$ cat config.mk
export PLATFORM = sky130hd
export DESIGN_NAME = seq_shift_add_mult
export DESIGN_NICKNAME = d
export VERILOG_FILES = /design/src/rtl/mult_pkg.sv /design/src/rtl/rca_adder.sv /design/src/rtl/seq_shift_add_mult.sv
export SDC_FILE = /design/constraint.sdc
export NUM_CORES = 1
export LEC_CHECK = 0
export CELL_PAD_IN_SITES_DETAIL_PLACEMENT = 1
export CELL_PAD_IN_SITES_GLOBAL_PLACEMENT = 2
export CORE_MARGIN = 2
export CORE_UTILIZATION = 31
export CTS_CLUSTER_DIAMETER = 200
export DETAILED_ROUTE_END_ITERATION = 6
export PLACE_DENSITY_LB_ADDON = 0.1
export SLEW_MARGIN = 30
export SYNTH_ARGS = -nofsm -noshare
export SYNTH_HDL_FRONTEND = slang
export SYNTH_SLANG_ARGS = --single-unit
$ cat constraint.sdc
create_clock -name clk -period 14.43 [get_ports clk]
set_input_delay 2.886 -clock clk [delete_from_list [all_inputs] [get_ports clk]]
set_output_delay 2.886 -clock clk [all_outputs]
set_load 0.02 [all_outputs]
$ cat src/rtl/mult_pkg.sv
// rtl/mult_pkg.sv - shared types and sizing helpers for the shift-and-add multiplier
//   state_t : controller states IDLE / BUSY / DONE
//   count_w : width of a counter that must hold 0..width inclusive
package mult_pkg;

  typedef enum logic [1:0] {
    IDLE = 2'd0,
    BUSY = 2'd1,
    DONE = 2'd2
  } state_t;

  function automatic int count_w(input int width);
    return $clog2(width + 1);
  endfunction

endpackage

$ cat src/rtl/rca_adder.sv
// rtl/rca_adder.sv - N-bit ripple-carry adder built from 1-bit full-adder cells
//   a, b : N-bit addends
//   cin  : carry into bit 0
//   sum  : N-bit sum
//   cout : carry out of bit N-1
module rca_adder #(
  parameter int N = 32
) (
  input  logic [N-1:0] a,
  input  logic [N-1:0] b,
  input  logic         cin,
  output logic [N-1:0] sum,
  output logic         cout
);

  logic [N:0] w_carry;

  assign w_carry[0] = cin;

  for (genvar gi = 0; gi < N; gi++) begin : g_fa
    assign sum[gi]       = a[gi] ^ b[gi] ^ w_carry[gi];
    assign w_carry[gi+1] = (a[gi] & b[gi]) | (w_carry[gi] & (a[gi] ^ b[gi]));
  end

  assign cout = w_carry[N];

endmodule

$ cat src/rtl/seq_shift_add_mult.sv
// rtl/seq_shift_add_mult.sv - unsigned WIDTH x WIDTH sequential shift-and-add multiplier
//   clk, reset          : rising-edge clock, asynchronous active-high reset
//   in_valid / in_ready : operand handshake (a, b sampled on the accepting edge)
//   out_valid/out_ready : product handshake (product held while out_valid)
//   busy                : high while bits are being retired
//   EARLY_TERM_EN       : when defined, finish as soon as no multiplier bits remain
module seq_shift_add_mult
  import mult_pkg::*;
#(
  parameter int WIDTH = 16
) (
  input  logic               clk,
  input  logic               reset,
  input  logic               in_valid,
  output logic               in_ready,
  input  logic [WIDTH-1:0]   a,
  input  logic [WIDTH-1:0]   b,
  output logic               out_valid,
  input  logic               out_ready,
  output logic [2*WIDTH-1:0] product,
  output logic               busy
);

  localparam int PW = 2 * WIDTH;
  localparam int CW = count_w(WIDTH);
  localparam logic [CW-1:0] LAST = CW'(WIDTH - 1);

  state_t          r_state;
  state_t          w_state_nxt;
  logic [PW-1:0]   r_acc;
  logic [PW-1:0]   r_mcand;
  logic [WIDTH-1:0] r_mult;
  logic [CW-1:0]   r_count;

  logic [PW-1:0]   w_addend;
  logic [PW-1:0]   w_sum;
  logic            w_unused_cout;
  logic            w_last;

  assign w_addend = r_mult[0] ? r_mcand : '0;

  // The product always fits in 2*WIDTH bits, so the carry out is never set.
  rca_adder #(.N(PW)) u_adder (
    .a    (r_acc),
    .b    (w_addend),
    .cin  (1'b0),
    .sum  (w_sum),
    .cout (w_unused_cout)
  );

`ifdef EARLY_TERM_EN
  // Once the remaining multiplier bits above bit 0 are all zero, this step is the last one.
  assign w_last = (r_count == LAST) || (r_mult[WIDTH-1:1] == '0);
`else
  assign w_last = (r_count == LAST);
`endif

  always_ff @(posedge clk or posedge reset) begin
    if (reset) begin
      r_state <= IDLE;
    end else begin
      r_state <= w_state_nxt;
    end
  end

  always_comb begin
    w_state_nxt = r_state;
    in_ready    = 1'b0;
    out_valid   = 1'b0;
    busy        = 1'b0;
    product     = '0;
    case (r_state)
      IDLE: begin
        in_ready = 1'b1;
        if (in_valid) w_state_nxt = BUSY;
      end
      BUSY: begin
        busy = 1'b1;
        if (w_last) w_state_nxt = DONE;
      end
      DONE: begin
        out_valid = 1'b1;
        product   = r_acc;
        if (out_ready) w_state_nxt = IDLE;
      end
      default: w_state_nxt = IDLE;
    endcase
  end

  always_ff @(posedge clk or posedge reset) begin
    if (reset) begin
      r_acc   <= '0;
      r_mcand <= '0;
      r_mult  <= '0;
      r_count <= '0;
    end else begin
      case (r_state)
        IDLE: begin
          if (in_valid) begin
            r_acc   <= '0;
            r_mcand <= {{WIDTH{1'b0}}, a};
            r_mult  <= b;
            r_count <= '0;
          end
        end
        BUSY: begin
          r_acc   <= w_sum;
          r_mcand <= r_mcand << 1;
          r_mult  <= r_mult >> 1;
          r_count <= r_count + 1'b1;
        end
        default: ;
      endcase
    end
  end

endmodule
---- Yosys cells after proc, flatten, opt, wreduce, memory -nomap -nowiden ----
Cells that the tools add are included.
operators by class
  shift operators ......................... 0
  div/mod/pow operators ................... 0
  add/subtract/negate cells ............... 1
  order comparisons ....................... 0
  reductions and logical operators ........ 4
  $mul .................................... 0
  multiplexer cells ....................... 17
  equal/unequal tests ..................... 6
  bitwise logic cells ..................... 154
operators with widths
  cell                                                             number
  32-bit two-way mux                                               4
  32-bit case mux with 2 select lines                              2
  1-bit XOR                                                        63
  1-bit bitwise AND                                                61
  16-bit case mux with 2 select lines                              1
  1-bit bitwise OR                                                 30
  16-bit two-way mux                                               1
  5-bit case mux with 2 select lines                               1
  2-bit two-way mux                                                3
  2-bit inequality test, second input constant                     3
  2-bit case mux with 3 select lines                               1
  5-bit by 1-bit adder with 5-bit output, second input constant    1
  5-bit by 4-bit == test with 1-bit output, second input constant  1
  5-bit two-way mux                                                1
  1-bit two-way mux                                                3
  3-bit AND reduction                                              1
  2-bit by 1-bit == test with 1-bit output, second input constant  1
  2-bit == test, second input constant                             1
  2-bit logical NOT                                                1
  2-bit AND reduction                                              1
  2-bit nonzero test                                               1
word-level totals
  output and inout bits ................... 35
  bits of input ports ..................... 36
  bits in latches ......................... 0
  memories kept ........................... 0
  RAM bits ................................ 0
  register bits after elaboration ......... 87
  bits in read-only memories .............. 0
  word-level logic and storage cells ...... 187

---- Logic depth before layout (Yosys ltp) ----
Gate-level depths: netlist of run 1.
  depth in word-level cells ............... 64
  mapped depth ............................ 40
  depth with buffers taken out ............ 38

---- Cells and area by module ----
From an unflattened synthesis of run 1, not the netlist that was laid out.
second synthesis, totals
  cell total of the unflattened synthesis .. 395
  area total of the unflattened synthesis .. 4,541.9 µm²
modules (own cells, without submodules)
  module              area an instance (µm²)  cells each  sequential area each (µm²)  times used
  seq_shift_add_mult  3,863.7                 353         2,177.1                     1
  rca_adder           678.2                   42          0.0                         1

---- Worst setup path after synthesis of run 1 ----
No wires, ideal clock.
  path kind ............................... register to register
  start point ............................. register r_mult[0]
  end point ............................... register r_acc[31]
  path buffers ............................ 2
  setup slack ............................. 792 ps
  clock period less this slack ............ 13,638 ps
  required time ........................... 14,361 ps
  stages on the path, launching flop included .. 41
  arrival ................................. 13,570 ps
  library setup time ...................... 69 ps
  cell sequence ........................... dfrtp_1 -> clkbuf_1 -> clkbuf_1 -> and2_1 -> ha_1 -> inv_1 -> fa_1 -> fa_1 -> fa_1 -> fa_1 -> fa_1 -> fa_1 -> fa_1 -> fa_1 -> fa_1 -> fa_1 -> fa_1 -> fa_1 -> (+5 left out) -> fa_1 -> fa_1 -> fa_1 -> fa_1 -> fa_1 -> fa_1 -> fa_1 -> fa_1 -> fa_1 -> fa_1 -> fa_1 -> inv_1 -> fa_1 -> inv_1 -> fa_1 -> a21boi_0 -> or4_1 -> nand3_1
on the way
  cells in the longest elaborated chain, start to end .. 64
  elaborated cells on any way between the ends .. 125
ends and longest elaborated chain
  element                                         line                       text
  from (decl)                                     seq_shift_add_mult.sv:32   logic [WIDTH-1:0] r_mult;
  from (signal assigned)                          seq_shift_add_mult.sv:109  r_mult <= r_mult >> 1;
  32-bit two-way mux (*)                          seq_shift_add_mult.sv:40   assign w_addend = r_mult[0] ? r_mcand : '0;
  1-bit bitwise AND or 1-bit XOR (tied branches)  rca_adder.sv:22            assign w_carry[gi+1] = (a[gi] & b[gi]) | (w_carry[gi] & (a[gi] ^ b[gi]));
  1-bit bitwise AND                               rca_adder.sv:22
  1-bit bitwise OR                                rca_adder.sv:22
  1-bit bitwise AND                               rca_adder.sv:22
  1-bit bitwise OR                                rca_adder.sv:22
  1-bit bitwise AND                               rca_adder.sv:22
  1-bit bitwise OR                                rca_adder.sv:22
  (+48 left out)                                  --
  1-bit bitwise AND                               rca_adder.sv:22
  1-bit bitwise OR                                rca_adder.sv:22
  1-bit bitwise AND                               rca_adder.sv:22
  1-bit bitwise OR                                rca_adder.sv:22
  1-bit bitwise AND                               rca_adder.sv:22
  1-bit bitwise OR                                rca_adder.sv:22
  1-bit XOR (*)                                   rca_adder.sv:21            assign sum[gi] = a[gi] ^ b[gi] ^ w_carry[gi];
  32-bit case mux with 2 select lines (*)         seq_shift_add_mult.sv:97   case (r_state)
  to (signal assigned)                            seq_shift_add_mult.sv:107  r_acc <= w_sum;
  to (decl)                                       seq_shift_add_mult.sv:30   logic [PW-1:0] r_acc;
Every way passes the cells marked *; elsewhere a longest branch is shown, timed or not.
A chain may end at the register's enable or synchronous reset.

---- Final worst setup path of run 1 ----
Same ends and word-level chain as after synthesis.

==> out/metrics.yaml, run 1 <==
status: "finished clean"
track_usage_pct: 15.8
hpwl_microns: 7510
syn_inst: 486
drv_cap: 0
avgSynthCellArea_sq_um: 9.63
cts-resized-gates: 0
p_leak_nw: 2.42
grt_pass1_vias: 3869
wl_per_cell_microns: 16.2
wl_microns: 11800
hold_class: "reg -> reg"
clock-sinks: 87
wl_met2_microns: 5480
yosysSeqAreaShare_pct: 46.5
cts.htree.levels: 3
vdd_drop_max_mv: 0.0607
grt_pass1_wl_microns: 20300
fmax_ghz: 0.0731
ys_ff_latch: 87
fin_nets: 610
avgViaCountPerCell: 4.94
final_max_slew_viol_count: 0
cts_tree: "done"
worstSetupStartpointType: "flop"
skew_ps: 4.63
syn-num-nets: 555
dr_wl_met3_microns: 326
clock_path_buffers: 2
netlist_area_sq_um: 4680
hold_viol: 0
post-route-period-util_pct: 94.8
relSlewSlack_pct: 43.6
routed.top_layer: "met4"
grt.overflow.total: 0
final_common_cell: "dfrtp_1"
final_cell_mix: "dfrtp_1, nand2_1, clkdlybuf4s50_1"
setup_viol: 0
vias: 3607
power.density_nw_per_um2: 176
fin_ws_ps: 757
core_sq_um: 14600
crit_arrival_ps: 13960
required_ps: 14710
die-area_sq_um: 16100
first_iter_violations: 184
antenna_left: 0
final_core_util_pct: 40.1
port-buffer-count: 70
grt_max_degree: 68
start_util_pct: 32.0
core.rowCount: 44
clk_latency_ps: 340
dr.pass1.iters: 4
worst_pin_slew_ps: 846
area_delta_synth_final_pct: 25.5
tns_ps: 0
ys_types: 26
antenna_found_initial: 0
drive_gt1_share_pct: 5.13
cts_hold_buf: 0
io_pins: 71
cpMostUsedCell: "fa_1"
crit_path_max_incr_delay_ps: 480
path_clk_slew_ps: 60
ys_warn_count: 0
critical_path_class: "reg -> reg"
fp.dieW_microns: 127
path_max_fanout: 17
endpoint_kind: "flop"
routabilityCongestion: 0.749
crit_slowest_cell: "or4_1"
cts_root_buf: "clkbuf_16"
met1_length_microns: 5820
antenna_cells: 0
numCtsBuffers: 9
period_minus_slack_ps: 13670
cts_setup_buffers: 0
fp.dieH_microns: 127
post-route-drc-count: 0
pre_cts_slack_ps: 705
rsz0062_at_grt: "false"
sequential cells by signal (all words and copies together) (netlist names):
register  cells
r_acc        32
r_mcand      32
r_mult       16
r_count       5
r_state       2
metal layers:
| layer | track usage (%) | vias to the layer above |
|---|---|---|
| li1 | - | 1717 |
| met2 | 24.4 | 59 |
| met1 | 22.8 | 1820 |
| met4 | 6.01 | 0 |
| met3 | 2.11 | 11 |
| met5 | 0 | - |
cell usage after synthesis:
cell type	number	share of area [%]
dfrtp_1	87	47
nand2_1	79	6.3
o21ai_0	64	6.8
inv_1	37	3.0
a21oi_1	34	3.6
fa_1	30	13
nor2_1	30	2.4
nor2b_1	20	2.7
a22o_1	19	3.6
clkbuf_1	18	1.4
a22oi_1	17	2.7
and3b_1	14	2.6
buf_2	13	1.4
and2_1	5	0.67
buf_4	4	0.64
ha_1	3	0.80
nand3_1	3	0.32
a21boi_0	1	0.16
and2b_1	1	0.16
and3_1	1	0.13
mux2i_1	1	0.21
nand2b_4	1	0.29
o211ai_1	1	0.16
o21bai_1	1	0.16
o311ai_0	1	0.19
or4_1	1	0.16
cell families after synthesis:
logic type	after synthesis	synth area share, %
AND/OR/NAND/NOR	155	15.8
adder cells (fa/ha/maj)	33	13.6
flip-flops	87	46.5
buffers and inverters	72	6.44
multiplexers	1	0.214
AO/OA/AOI/OAI	138	17.4
cell type report:
class	count	area (sq um)
tap	184	230
clock buffer	14	284
inverter	37	140
sequential	87	2180
fill	1670	8770
clock inverter	2	60.1
timing repair buffer	79	768
multi-input combinational	327	2210
power by group:
group	switching, mW	leakage, nW	internal (mW)
Sequential	0.0641	1.13	0.343
Combinational	0.221	1.12	0.136
Clock	0.0979	0.169	0.171
through the flow:
| step | cells | power, mW | hold WS [ps] | area [sq um] |
|---|---|---|---|---|
| after detailed placement | 714 | 0.778 | 470 | 5530 |
| after global placement | 714 | 0.764 | 461 | 5530 |
| final | 730 | 1.03 | 477 | 5870 |
| after floorplan | 486 | 0.664 | 450 | 4680 |
| after global routing | 730 | 1.13 | 513 | 5870 |
| after CTS | 730 | 1.05 | 485 | 5870 |
path summary, 6_finish.rpt:
path | startpoint | endpoint | slack, ps | cells after the start
worst max-delay path | r_mult[0] | r_acc[31] | 760 | 37
worst min-delay path | r_acc[30] | r_acc[30] | 480 | 2
worst max register to register | r_mult[0] | r_acc[31] | 760 | 37
worst min register to register | r_acc[30] | r_acc[30] | 480 | 2
max in group asynchronous | reset | r_mcand[9] | 10380 | 3
min in group asynchronous | reset | r_acc[25] | 2850 | 2
critical path, delay by kind of cell (launching register included):
kind            cells  cell delay, ps
fa+ha+maj          30           12040
simple gates        3             650
flops               1             360
buf+inv             3             350
compound gates      1             140
(Power assumes the default switching activity.)
==> run 2: changes to the inputs <==
--- a/config.mk
+++ b/config.mk
@@ -8,11 +8,11 @@
 export CELL_PAD_IN_SITES_DETAIL_PLACEMENT = 1
 export CELL_PAD_IN_SITES_GLOBAL_PLACEMENT = 2
 export CORE_MARGIN = 2
-export CORE_UTILIZATION = 31
+export CORE_UTILIZATION = 37
 export CTS_CLUSTER_DIAMETER = 200
 export DETAILED_ROUTE_END_ITERATION = 6
 export PLACE_DENSITY_LB_ADDON = 0.1
-export SLEW_MARGIN = 30
+export SLEW_MARGIN = 20
 export SYNTH_ARGS = -nofsm -noshare
 export SYNTH_HDL_FRONTEND = slang
 export SYNTH_SLANG_ARGS = --single-unit
==> constraint.sdc (replaced) <==
create_clock -name clk -period 17.6 [get_ports clk]
set_input_delay 3.52 -clock clk [delete_from_list [all_inputs] [get_ports clk]]
set_output_delay 3.52 -clock clk [all_outputs]
set_load 0.02 [all_outputs]
==> out/metrics.yaml, run 2 (same netlist as run 1, synthesis figures left out) <==
hold_viol: 0  # unchanged
routabilityCongestion: 0.737  # -1.6%
cts_tree: "done"
final_core_util_pct: 46.4  # +6.3 points
core_sq_um: 12500  # -15%
required_ps: 17880  # +3170 ps
rr_endpoint: "r_acc[31]"
path_clk_slew_ps: 60  # about the same
finalNonFillerCells: 717  # -1.8%
fp.dieH_microns: 116  # -8.2%
power.density_nw_per_um2: 139  # -21%
skew_ps: 8.44  # +3.81 ps
cts_root_buf: "clkbuf_16"
placed_cells: 701  # -1.8%
rr_worst_depth: 38  # +2.7%
path_max_fanout: 21  # +4
hold_class: "reg -> reg"
cts_hold_buf: 0  # unchanged
worstSetupStartpointType: "flop"
io_pins: 71  # unchanged
clock_path_buffers: 2  # unchanged
worst_pin_slew_ps: 989  # +143 ps
final_max_slew_viol_count: 0  # unchanged
post-route-period-util_pct: 80.9  # -14 points
fmax_ghz: 0.0702  # -4.0%
start_util_pct: 37.5  # +5.6 points
cts_setup_buffers: 0  # unchanged
relSlewSlack_pct: 33.6  # -10 points
wl_microns: 11300  # -4.2%
first_iter_violations: 109  # -41%
final_cell_mix: "dfrtp_1, nand2_1, clkdlybuf4s50_1"
clock-sinks: 87  # unchanged
port-buffer-count: 70  # unchanged
grt_pass1_wl_microns: 19200  # -5.2%
clk_latency_ps: 340  # about the same
vdd_drop_max_mv: 0.0561  # -7.5%
drv_cap: 0  # unchanged
setup_viol: 0  # unchanged
hold_start: "r_acc[12]"
cpMostUsedCell: "fa_1"
grt.overflow.total: 0  # unchanged
holdPathStages: 2  # unchanged
cts-resized-gates: 0  # unchanged
core.rowCount: 41  # -6.8%
grt_pass1_vias: 3800  # -1.8%
critical_path_class: "reg -> reg"
area_delta_synth_final_pct: 23.6
reg.largest.list: "r_acc: 32 flops, r_mcand: 32 flops, r_mult: 16 flops"
fin_nets: 609  # -0.16%
crit_arrival_ps: 14520  # +560 ps
track_usage_pct: 18.2  # +2.4 points
dr.pass1.iters: 4  # unchanged
tns_ps: 0  # unchanged
crit_path_max_incr_delay_ps: 770  # +290 ps
avgViaCountPerCell: 4.98  # +0.77%
hold_end: "r_acc[12]"
drive_gt1_share_pct: 4.59  # -0.54 points
die-area_sq_um: 13600  # -16%
period_minus_slack_ps: 14240  # +571 ps
ff2ff_setup_slack_ps: 3360  # +2600 ps
hold_ws_ps: 476  # -0.553 ps
antenna_found_initial: 0  # unchanged
rsz0062_at_grt: "false"
final_common_cell: "dfrtp_1"
wl_per_cell_microns: 15.8  # -2.5%
antenna_left: 0  # unchanged
p_leak_nw: 2.38  # -1.6%
grt_max_degree: 65  # -4.4%
vias: 3570  # -1.0%
fp.dieW_microns: 116  # -8.2%
hpwl_microns: 7290  # -2.9%
post-route-drc-count: 0  # unchanged
status: "finished clean"
cts.htree.levels: 3  # unchanged
antenna_cells: 0  # unchanged
numCtsBuffers: 9  # unchanged
endpoint_kind: "flop"
r2r-start: "r_mult[0]"
crit_slowest_cell: "dfrtp_1"
==> run 2: cell count changes in the layout (fill, tap and decap cells not counted) <==
cell        previous run  this run
buf_4                  9         8
bufinv_16              2         0
clkbuf_1               1         2
clkbuf_8               4         2
clkinv_1               0         1
clkinv_2               1         3
clkinvlp_4             0         1
inv_2                  1         0
==> run 2: layout make-up <==
cell class / count / area, sq um
tap: 172 / 215
clock buffer: 13 / 260
inverter: 37 / 140
clock inverter: 3 / 17.5
sequential: 87 / 2180
multi-input combinational: 327 / 2210
timing repair buffer: 78 / 761
fill: 1435 / 6680
==> run 2: where the power goes <==
group | switching, mW | internal (mW) | total (mW) | leakage, nW
combinational | 0.175 | 0.110 | 0.286 | 1.11
clock | 0.0775 | 0.103 | 0.181 | 0.136
sequential | 0.0562 | 0.281 | 0.337 | 1.13
==> run 2: through the flow <==
step	instance area [sq um]	total power, mW	worst slack [ps]
after global routing	5780	0.878	2640
after detailed placement	5510	0.633	3270
after CTS	5780	0.819	3220
final	5780	0.803	3360
after global placement	5510	0.621	3500
after floorplan	4680	0.545	3960
==> run 2: how the worst max path moves through the flow <==
stage          slack (ps)  cells after the start        end      start
3_3_place_gp         3500                     38  r_acc[31]  r_mult[0]
4_1_cts              3220                     38  r_acc[31]  r_mult[0]
3_5_place_dp         3270                     38  r_acc[31]  r_mult[0]
6_report             3360                     38  r_acc[31]  r_mult[0]
5_1_grt              2640                     38  r_acc[31]  r_mult[0]
2_1_floorplan        3960                     40  r_acc[31]  r_mult[0]
==> run 2: layer usage <==
metal | vias to the layer above | part of all wire, % | track usage, %
li1 | 1715 | - | -
met2 | 47 | 48 | 29.3
met4 | 0 | 1.4 | 5.71
met3 | 12 | 2.5 | 2.54
met5 | - | 0 | 0
met1 | 1796 | 49 | 25.7
==> run 2: worst max-delay path: cells and delay by family (launching register included) <==
family                   cells  cell delay (ps)
AO/OA/AOI/OAI                1              150
adder cells (fa/ha/maj)     31            12240
buffers and inverters        3              180
flip-flops                   1              770
AND/OR/NAND/NOR              3              800
==> run 3: changes to the inputs <==
--- a/config.mk
+++ b/config.mk
@@ -8,7 +8,7 @@
 export CELL_PAD_IN_SITES_DETAIL_PLACEMENT = 1
 export CELL_PAD_IN_SITES_GLOBAL_PLACEMENT = 2
 export CORE_MARGIN = 2
-export CORE_UTILIZATION = 37
+export CORE_UTILIZATION = 31
 export CTS_CLUSTER_DIAMETER = 200
 export DETAILED_ROUTE_END_ITERATION = 6
 export PLACE_DENSITY_LB_ADDON = 0.1
==> constraint.sdc (replaced) <==
create_clock -name clk -period 11.6 [get_ports clk]
set_input_delay 2.32 -clock clk [delete_from_list [all_inputs] [get_ports clk]]
set_output_delay 2.32 -clock clk [all_outputs]
set_load 0.02 [all_outputs]
==> out/metrics.yaml, run 3 (same netlist as run 1, synthesis figures left out) <==
worstSetupStartpointType: "flop"
path_max_fanout: 2  # -90%
reg.largest.list: "r_acc: 32 flops, r_mcand: 32 flops, r_mult: 16 flops"
final_cell_mix: "dfrtp_1, nand2_1, clkdlybuf4s50_1"
critical_path_class: "reg -> reg"
period_minus_slack_ps: 11800  # -2450 ps
r2r-start: "r_mult[0]"
tns_ps: -196  # -196 ps
p_leak_nw: 2.44  # +2.4%
antenna_left: 0  # unchanged
track_usage_pct: 15.8  # -2.4 points
wl_microns: 11800  # +3.9%
hold_viol: 0  # unchanged
area_delta_synth_final_pct: 27.6
cts.htree.levels: 3  # unchanged
fin_ws_ps: -196  # -3550 ps
cts_hold_buf: 0  # unchanged
grt_pass1_wl_microns: 20100  # +4.9%
path_clk_slew_ps: 60  # about the same
final_max_slew_viol_count: 0  # unchanged
skew_ps: 3.64  # -4.80 ps
power.density_nw_per_um2: 213  # +53%
hold_class: "reg -> reg"
core.rowCount: 44  # +7.3%
violations: "setup timing"
die-area_sq_um: 16100  # +19%
io_pins: 71  # unchanged
required_ps: 11880  # -6000 ps
status: "finished, violations left"
cp.buffers_inverters: 3  # unchanged
final_common_cell: "dfrtp_1"
rsz0062_at_grt: "true"
hpwl_microns: 7750  # +6.3%
fp.dieW_microns: 127  # +8.9%
endpoint_kind: "flop"
post-route-drc-count: 0  # unchanged
fin_nets: 614  # +0.82%
relSlewSlack_pct: 43.4  # +9.8 points
post-route-period-util_pct: 102  # +21 points
startpoint: "r_mult[0]"
worst_pin_slew_ps: 849  # -141 ps
grt_pass1_vias: 3905  # +2.8%
cpMostUsedCell: "fa_2"
fp.dieH_microns: 127  # +8.9%
cts_setup_buffers: 0  # unchanged
vias: 3593  # +0.64%
drv_cap: 0  # unchanged
numCtsBuffers: 9  # unchanged
start_util_pct: 32.0  # -5.6 points
cts_tree: "done"
hold_start: "r_count[4]"
grt_max_degree: 66  # +1.5%
pre_cts_slack_ps: -510  # -3780 ps
avgViaCountPerCell: 4.90  # -1.7%
holdPathStages: 2  # unchanged
fmax_ghz: 0.0848  # +21%
crit_slowest_cell: "or4_1"
crit_path_max_incr_delay_ps: 400  # -370 ps
rr_worst_depth: 38  # unchanged
dr.pass1.iters: 4  # unchanged
wl_per_cell_microns: 16.0  # +1.5%
grt.overflow.total: 0  # unchanged
cts_root_buf: "clkbuf_16"
vdd_drop_max_mv: 0.0824  # +47%
final_core_util_pct: 40.8  # -5.6 points
clock-sinks: 87  # unchanged
cp_top_family: "adder cells"
port-buffer-count: 70  # unchanged
rr_endpoint: "r_acc[31]"
core_sq_um: 14600  # +17%
antenna_found_initial: 0  # unchanged
ff2ff_setup_slack_ps: -200  # -3550 ps
clk_latency_ps: 340  # about the same
clock_path_buffers: 2  # unchanged
antenna_cells: 0  # unchanged
drive_gt1_share_pct: 12.5  # +8.0 points
crit_arrival_ps: 12080  # -2440 ps
routabilityCongestion: 0.698  # -5.3%
setup_viol: 1  # +1
hold_end: "r_count[4]"
first_iter_violations: 165  # +51%
==> run 3: cell count changes in the layout (fill, tap and decap cells not counted), moves of 3 or more <==
cell,delta
inv_2,+4
fa_1,-30
buf_4,+4
inv_1,-3
fa_2,+30
==> run 3: layer usage <==
metal,GRT usage [%],share of wire [%],vias up
met5,0,0,-
met4,3.81,0.98,0
met3,4.22,3.1,11
met2,26.1,49,46
met1,20.8,47,1814
li1,-,-,1722
==> run 3: worst register-to-register path, delay by kind of cell, from the launching register on <==
| family | cells | cell delay [ps] |
|---|---|---|
| AOI/OAI and AO/OA | 1 | 160 |
| and+or+nand+nor | 3 | 640 |
| DFF | 1 | 360 |
| adders and majority gates | 31 | 10450 |
| buffers and inverters | 3 | 140 |
==> run 3: what timing repair did <==
action / in CTS / in global routing
pin swaps: 10 / 0
gates resized for setup: 0 / 2
cloned: 0 / 0
endpoints found under the setup margin: 3 / 2
==> run 3: cell type report <==
class / instances / area [sq um]
clock buffer: 13 / 270
clock inverter: 3 / 40.0
fill: 1628 / 8670
inverter: 37 / 140
multi-input combinational: 327 / 2310
sequential: 87 / 2180
tap: 184 / 230
timing repair buffer: 83 / 802
==> run 3: worst max-delay path by stage <==
stage | cells past startpoint | endpoint | slack [ps]
after floorplan | 40 | r_acc[31] | -430
after global placement | 38 | r_acc[31] | -430
after detailed placement | 38 | r_acc[31] | -510
after CTS | 38 | r_acc[31] | -250
after global routing | 38 | r_acc[31] | -540
final | 38 | r_acc[31] | -200
==> run 3: through the flow <==
stage | std cells | total power [mW] | instance area (sq um) | hold slack, ps
2_1_floorplan | 486 | 0.841 | 4790 | 450
3_3_place_gp | 718 | 0.969 | 5650 | 461
3_5_place_dp | 718 | 0.987 | 5650 | 470
4_1_cts | 734 | 1.30 | 5960 | 485
5_1_grt | 734 | 1.39 | 5970 | 509
6_report | 734 | 1.27 | 5970 | 476
==> run 3: report_power, final <==
| part | leakage, nW | internal, mW | switching, mW |
|---|---|---|---|
| Sequential | 1.13 | 0.426 | 0.0809 |
| Combinational | 1.15 | 0.180 | 0.282 |
| Clock | 0.156 | 0.184 | 0.119 |
| Total | 2.44 | 0.790 | 0.482 |
